[src/rtl/branch_predictor_pkg.sv]
// Shared definitions for the branch predictor: counter encodings and the
// saturating next-state helper used by every BHT counter.
package branch_predictor_pkg;

   localparam logic [1:0] CTR_SNT   = 2'b00;
   localparam logic [1:0] CTR_WNT   = 2'b01;
   localparam logic [1:0] CTR_WT    = 2'b10;
   localparam logic [1:0] CTR_ST    = 2'b11;
   localparam logic [1:0] CTR_RESET = CTR_WNT;

   localparam int unsigned DEF_INDEX_W = 3;
   localparam int unsigned DEF_PC_W    = 16;

   function automatic logic [1:0] sat_next(input logic [1:0] ctr, input logic up);
      logic [1:0] nxt;
      nxt = ctr;
      if (up) begin
         if (ctr != CTR_ST) nxt = ctr + 2'b01;
      end else begin
         if (ctr != CTR_SNT) nxt = ctr - 2'b01;
      end
      return nxt;
   endfunction

   function automatic logic [1:0] alloc_ctr(input logic taken);
      return taken ? CTR_WT : CTR_WNT;
   endfunction

endpackage

[src/rtl/bp_sat_counter.sv]
// 2-bit saturating up/down counter for one BHT entry; a load takes priority
// over a count so an allocation always lands on the requested value.
module bp_sat_counter
   import branch_predictor_pkg::*;
(
   input  logic       i_clk,
   input  logic       i_rst_n,
   input  logic       i_en,
   input  logic       i_up,
   input  logic       i_load,
   input  logic [1:0] i_load_val,
   output logic [1:0] o_ctr
);

   logic [1:0] r_ctr;
   logic [1:0] w_ctr_next;

   always_comb begin
      w_ctr_next = r_ctr;
      if (i_load) begin
         w_ctr_next = i_load_val;
      end else if (i_en) begin
         w_ctr_next = sat_next(r_ctr, i_up);
      end
   end

   always_ff @(posedge i_clk or negedge i_rst_n) begin
      if (!i_rst_n) begin
         r_ctr <= CTR_RESET;
      end else begin
         r_ctr <= w_ctr_next;
      end
   end

   assign o_ctr = r_ctr;

endmodule

[src/rtl/branch_predictor.sv]
// Direct-mapped BHT + BTB tagged by PC. Lookup is combinational from registered
// state; decode's resolution updates the entry for the IF/ID PC at the clock edge.
module branch_predictor
   import branch_predictor_pkg::*;
#(
   parameter int unsigned INDEX_W = DEF_INDEX_W,
   parameter int unsigned PC_W    = DEF_PC_W
) (
   input  logic            i_clk,
   input  logic            i_rst_n,
   input  logic [PC_W-1:0] i_pc_curr,
   output logic            o_predicted_taken,
   output logic [PC_W-1:0] o_predicted_target,
   input  logic [PC_W-1:0] i_if_id_pc_curr,
   input  logic            i_id_stall,
   input  logic            i_wen_bht,
   input  logic            i_actual_taken,
   input  logic            i_wen_btb,
   input  logic [PC_W-1:0] i_actual_target
);

   localparam int unsigned ENTRIES = 1 << INDEX_W;
   localparam int unsigned TAG_W   = PC_W - INDEX_W - 1;

   logic              r_valid  [ENTRIES];
   logic [TAG_W-1:0]  r_tag    [ENTRIES];
   logic [PC_W-1:0]   r_target [ENTRIES];

   logic [ENTRIES-1:0][1:0] w_ctr;
   logic [ENTRIES-1:0]      w_cnt_en;
   logic [ENTRIES-1:0]      w_alloc;
   logic [ENTRIES-1:0]      w_tgt_wr;

   logic [INDEX_W-1:0] w_idx;
   logic [TAG_W-1:0]   w_tag;
   logic               w_hit;
   logic [INDEX_W-1:0] w_uidx;
   logic [TAG_W-1:0]   w_utag;
   logic               w_uhit;
   logic               w_upd;
   logic [PC_W-1:0]    w_alloc_target;
   logic               w_unused_pc_lsb;

   // Bit 0 never participates: halfword-aligned fetch.
   assign w_unused_pc_lsb = i_pc_curr[0] ^ i_if_id_pc_curr[0];

   assign w_idx  = i_pc_curr[INDEX_W:1];
   assign w_tag  = i_pc_curr[PC_W-1:INDEX_W+1];
   assign w_uidx = i_if_id_pc_curr[INDEX_W:1];
   assign w_utag = i_if_id_pc_curr[PC_W-1:INDEX_W+1];

   assign w_hit  = r_valid[w_idx] && (r_tag[w_idx] == w_tag);
   assign w_uhit = r_valid[w_uidx] && (r_tag[w_uidx] == w_utag);
   assign w_upd  = ~i_id_stall;

   assign o_predicted_taken  = w_hit & w_ctr[w_idx][1];
   assign o_predicted_target = w_hit ? r_target[w_idx] : '0;

   // A replace never inherits the old target.
   assign w_alloc_target = i_wen_btb ? i_actual_target : '0;

   always_comb begin
      w_cnt_en = '0;
      w_alloc  = '0;
      w_tgt_wr = '0;
      for (int i = 0; i < int'(ENTRIES); i++) begin
         if (w_upd && (w_uidx == INDEX_W'(i))) begin
            w_cnt_en[i] = i_wen_bht & w_uhit;
            w_alloc[i]  = i_wen_bht & ~w_uhit;
            w_tgt_wr[i] = i_wen_btb & w_uhit;
         end
      end
   end

   always_ff @(posedge i_clk or negedge i_rst_n) begin
      if (!i_rst_n) begin
         for (int i = 0; i < int'(ENTRIES); i++) begin
            r_valid[i]  <= 1'b0;
            r_tag[i]    <= '0;
            r_target[i] <= '0;
         end
      end else begin
         for (int i = 0; i < int'(ENTRIES); i++) begin
            if (w_alloc[i]) begin
               r_valid[i]  <= 1'b1;
               r_tag[i]    <= w_utag;
               r_target[i] <= w_alloc_target;
            end else if (w_tgt_wr[i]) begin
               r_target[i] <= i_actual_target;
            end
         end
      end
   end

   for (genvar g = 0; g < int'(ENTRIES); g++) begin : g_ctr
      bp_sat_counter u_ctr (
         .i_clk      (i_clk),
         .i_rst_n    (i_rst_n),
         .i_en       (w_cnt_en[g]),
         .i_up       (i_actual_taken),
         .i_load     (w_alloc[g]),
         .i_load_val (alloc_ctr(i_actual_taken)),
         .o_ctr      (w_ctr[g])
      );
   end

endmodule
[config.mk]
export PLATFORM = sky130hd
export DESIGN_NAME = branch_predictor
export DESIGN_NICKNAME = d
export VERILOG_FILES = /design/src/rtl/branch_predictor_pkg.sv /design/src/rtl/bp_sat_counter.sv /design/src/rtl/branch_predictor.sv
export SDC_FILE = /design/constraint.sdc
export NUM_CORES = 1
export LEC_CHECK = 0
export CORE_AREA = 5 5 151 168
export DETAILED_ROUTE_END_ITERATION = 7
export DIE_AREA = 0 0 156 173
export HOLD_SLACK_MARGIN = 0.15
export PLACE_DENSITY_LB_ADDON = 0.08
export SLEW_MARGIN = 10
export SYNTH_ARGS = -nofsm -noshare
export SYNTH_HDL_FRONTEND = slang
export SYNTH_HIERARCHICAL = 1
export SYNTH_SLANG_ARGS = --single-unit
[constraint.sdc]
create_clock -name i_clk -period 5.2 [get_ports i_clk]
set_input_delay 0.78 -clock i_clk [delete_from_list [all_inputs] [get_ports i_clk]]
set_output_delay 0.78 -clock i_clk [all_outputs]
set_load 0.01 [all_outputs]
; ---- Word level (Yosys, flattened, before mapping)
; Cells that the tools add are included.
; Widths: inputs -> output; s select.
[word_totals]
register_bits = 248
input_bits = 54
out_inout_bits = 17
elab_cells = 235
[classes]
addsub = 16
magnitude_cmp = 3
eq_ne = 25
muxes = 100
bitwise = 8
reduce_logical = 51
[ops]
columns = operator, n
row1 = $mux 16, 20
row2 = $mux 2, 42
row3 = $bmux 12 s3, 2
row4 = $bmux 16 s3, 1
row5 = $mux 12, 4
row6 = $reduce_bool 2->1, 24
row7 = $mux 1, 28
row8 = $eq 12x12->1, 2
row9 = $ne 3x1->1 const B, 8
row10 = $reduce_and 3->1, 8
row11 = $reduce_bool 3->1, 8
row12 = $add 2x1->2 const B, 8
row13 = $ne 2x2->1 const B, 8
row14 = $sub 2x1->2 const B, 8
row15 = $eq 3x3->1 const B, 4
row16 = $logic_and 1x1->1, 10
row17 = $ge 4x4->1 const B, 2
row18 = $not 3->4, 2
row19 = $bmux 1 s3, 2
row20 = $bmux 2 s3, 1
row21 = $eq 3x2->1 const B, 2
row22 = $and 1x1->1, 4
row23 = $lt 3x4->1 const B, 1
row24 = $eq 3x1->1 const B, 1
row25 = 2 further kinds, 3

; ---- Longest topological paths before layout
[depth]
ltp_word = 11
depth_mapped = 16
mapped_depth_nobuf = 11

; ---- Hierarchy
; The synthesis kept the hierarchy.
[modules_own_cells]
columns = module, instances, cells_per_inst, area_per_inst_um2, seq_area_each_um2
row1 = branch_predictor, 1, 844, 11776.3, 5805.6
row2 = bp_sat_counter, 8, 11, 112.6, 51.3

; ---- Worst setup path after synthesis
; Ideal clock, no wire load.
[synth_timing]
kind = input port to output port
start = input i_pc_curr[1]
end = output o_predicted_target[10]
arrival_time_ns = 3.470
required_ns = 4.420
path_slack_ns = 0.950
stages = 10
path_buffers = 4
cell_sequence = clkbuf_1 -> buf_1 -> buf_2 -> mux4_2 -> xnor2_1 -> nand3_1 -> o21ai_0 -> nand4_1 -> clkbuf_1 -> nor2_1
[synth_via]
elab_chain_len = 7
word_cells_on_any_way = 13
classes_between = eq/ne (1) / mux (10) / bitwise (1) / reduce/logical (1)
[synth_lines]
columns = element, line_no
row1 = from (decl), branch_predictor.sv:11  ; input logic [PC_W-1:0] i_pc_curr,
row2 = $not 3->4 (not written as such) *, "branch_predictor.sv:52, branch_predictor.sv:57"
row3 = $bmux 12 s3, branch_predictor.sv:52  ; assign w_hit = r_valid[w_idx] && (r_tag[w_idx] == w_tag);
row4 = $mux 12 (not written as such) (2 in series), branch_predictor.sv:52
row5 = $eq 12x12->1, branch_predictor.sv:52
row6 = $logic_and 1x1->1, branch_predictor.sv:52
row7 = $mux 16 *, branch_predictor.sv:57  ; assign o_predicted_target = w_hit ? r_target[w_idx] : '0;
row8 = to (decl), branch_predictor.sv:13  ; output logic [PC_W-1:0] o_predicted_target,
; Every way passes the cells marked *; elsewhere a longest branch is shown, timed or not. The select of a mux whose other input is x is not followed.

; ---- Worst setup path in the final report
[layout_timing]
start = input i_pc_curr[2]
end = output o_predicted_target[14]
; Same word-level chain as after synthesis.

==> impl_metrics.py <==
metrics = {
    "final_layout": {
        "nets": 1051,
        "fillCellCount": 1717,
        "drive_gt1_frac": 0.284,
        "final_common_cell": "dfrtp_1",
        "area_growth_pct": 14.5,
        "diodes": 0,
        "register_area_mm2": 0.00622,
        "final-instance-count-excl-fill": 1321,
        "multiInputGateArea_mm2": 0.00603,
        "final_area_mm2": 0.0145,
        "final_cell_mix": "240 x dfrtp_1, 128 x o2bb2ai_1, 107 x mux2_2",
    },
    "drt": {
        "final_antenna_net_count": 0,
        "first_iter_violations": 738,
        "drc": 0,
        "via_count": 8692,
        "dr.pass1.iters": 5,
        "wl_per_cell_um": 26.2,
        "routed_via_density": 6.58,
        "wl_mm": 34.7,
    },
    "synth": {
        "synth_flop_cell": "dfrtp_1",
        "ys_ff_latch": 248,
        "ys_warn_count": 6,
        "synth_top_cell_by_area": "dfrtp_1",
        "async_reset_ff_frac": 1.00,
        "synth_fp_nets": 986,
        "yosysSeqAreaShare": 0.490,
        "synth.area.top_cells": "dfrtp_1 47%, mux4_2 12%, mux2_2 9.5%, o2bb2ai_1 8.8%, mux2i_1 5.0%",
        "yosysUniqueCellTypes": 49,
        "syn_avg_cell_area_um2": 13.6,
        "synth_edf_count": 0,
        "synth.top_cell.area_share": 0.474,
        "syn_area_mm2": 0.0127,
        "syn_inst": 932,
    },
    "global_routing": {
        "grt_pass1_wl_mm": 54.5,
        "grt_usage": 0.258,
        "antenna_found_initial": 0,
        "grt_max_degree": 117,
        "grt_pass1_vias": 9428,
        "overflow": 0,
    },
    "clock_tree": {
        "cts_sinks": 248,
        "cts_buffers": 26,
        "postCtsSetupBuffers": 0,
        "cts_root_buf": "clkbuf_16",
        "clkSlewWorstSetupHoldPaths_ps": 60,
        "cts_buffer_depth": 3,
        "clk_latency_ps": 520,
        "ctsHoldBuffers": 0,
        "h-tree-depth": 1,
        "cts_tree": "yes",
        "cts_resized": 0,
    },
    "pwr": {
        "ir_drop_v": 0.000257,
        "p_per_area_mw_per_mm2": 368,
        "p_leak_nw": 5.97,
    },
    "critical_path": {
        "r2r_cells": 11,
        "critPathLaunch": "i_pc_curr[2]",
        "critPathLaunchType": "primary input",
        "crit_required_ps": 4420,
        "cp-end-kind": "output port",
        "worstPathMaxFanout": 27,
        "regToRegEndpoint": "g_ctr[6].u_ctr/o_ctr[0]",
        "reg2reg_slack_ps": 1630,
        "cp-endpoint": "o_predicted_target[14]",
        "crit_type": "in2out",
        "rr_startpoint": "r_tag[21]",
        "critical_path_arrival_ps": 3700,
    },
    "timing": {
        "tightest_slew_ps": 1180,
        "rsz0062_at_grt": "no",
        "skew_ps": 8.65,
        "setup_viol": 0,
        "fmax_mhz": 223,
        "fin_hold_ws_ps": 299,
        "relSlewSlack": 0.214,
        "tns_ps": 0,
        "finalHoldViolCount": 0,
        "finalCritPeriodShare": 0.861,
        "post-route-min-period_ps": 4480,
        "slew_viol_final": 0,
    },
    "outcome": {
        "status": "complete, no violations",
    },
    "die": {
        "core-area_mm2": 0.0234,
        "die_h_um": 173,
        "initial_core_util": 0.542,
        "rows": 59,
        "die_width_um": 156,
        "dieArea_mm2": 0.0270,
        "ios": 71,
    },
    "hold_path": {
        "min_path_type": "in2async",
    },
    "placement": {
        "place_area_mm2": 0.0137,
        "dpl.cell_count": 1274,
        "portBuffers": 68,
        "gp_congestion": 0.849,
        "hpwl_mm": 21.8,
    },
    "flow_run": {
        "drv_cap": 0,
    },
}
## routing by layer
layer	up-vias	track usage	routed length, µm
li1	3737	-	-
met1	4529	0.332	13500
met2	349	0.445	17900
met3	77	0.0370	2160
met4	0	0.0879	1120
met5	-	0	0
## state kept, by name, summed over array words and instances (netlist names)
signal / count
r_tag: 96
r_valid: 8
r_target: 128
g_ctr.u_ctr/o_ctr: 16
## synth_stat cells (12+ instances only)
master	instances
a21oi_1	19
and3_1	14
buf_1	14
buf_2	16
clkbuf_1	35
dfrtp_1	240
mux2_2	107
mux2i_1	63
mux4_2	68
nand2_1	40
nor2_1	22
o21ai_0	12
o2bb2ai_1	128
xnor2_1	17
## cells by family (layout without fill, tap and decap cells)
kind of cell	count (synthesis)	after routing	synth area share
compound gates	211	211	0.139
buf+inv	82	166	0.0338
simple gates	130	130	0.0523
xor+xnor	21	21	0.0145
flops	248	248	0.490
mux	240	240	0.270
## worst max-delay path, stage by stage
cell and delay, ps:
buf_2 660, mux4_2 420, mux2i_1 220, xnor2_1 90
nor4_1 360, nand4_1 160, buf_4 260, nor2_1 170
clkdlybuf4s50_1 550
## per-stage QoR
step	utilization	power, mW	setup slack [ps]
2_1_floorplan	-	3.21	950
3_3_place_gp	0.585	3.46	724
3_5_place_dp	0.585	3.54	602
4_1_cts	0.620	5.38	756
5_1_grt	0.620	5.58	529
6_report	0.620	5.34	723
## worst min path at each step
stage	from	to	cells after the start
finish	i_rst_n	r_target[52]	1
global route	i_rst_n	r_target[100]	1
detailed placement	r_target[89]	r_target[89]	1
floorplan	r_target[16]	r_target[16]	1
CTS	i_rst_n	r_target[52]	1
global placement	r_valid[4]	r_valid[4]	1
## report_power, final
part           leakage, nW  switching (mW)  internal [mW]
Combinational         2.40           0.427          0.586
Sequential            3.17           0.233           2.27
Clock                0.402           0.739           1.08
## final cells by class
type / count / share of cell area
Clock buffer: 42 / 0.0518
Clock inverter: 5 / 0.00517
Inverter: 3 / 0.000776
Multi-Input combinational cell: 602 / 0.416
Sequential cell: 248 / 0.428
Tap cell: 305 / 0.0263
Timing Repair Buffer: 116 / 0.0717
Note: power is estimated with default switching activity, not from simulation.
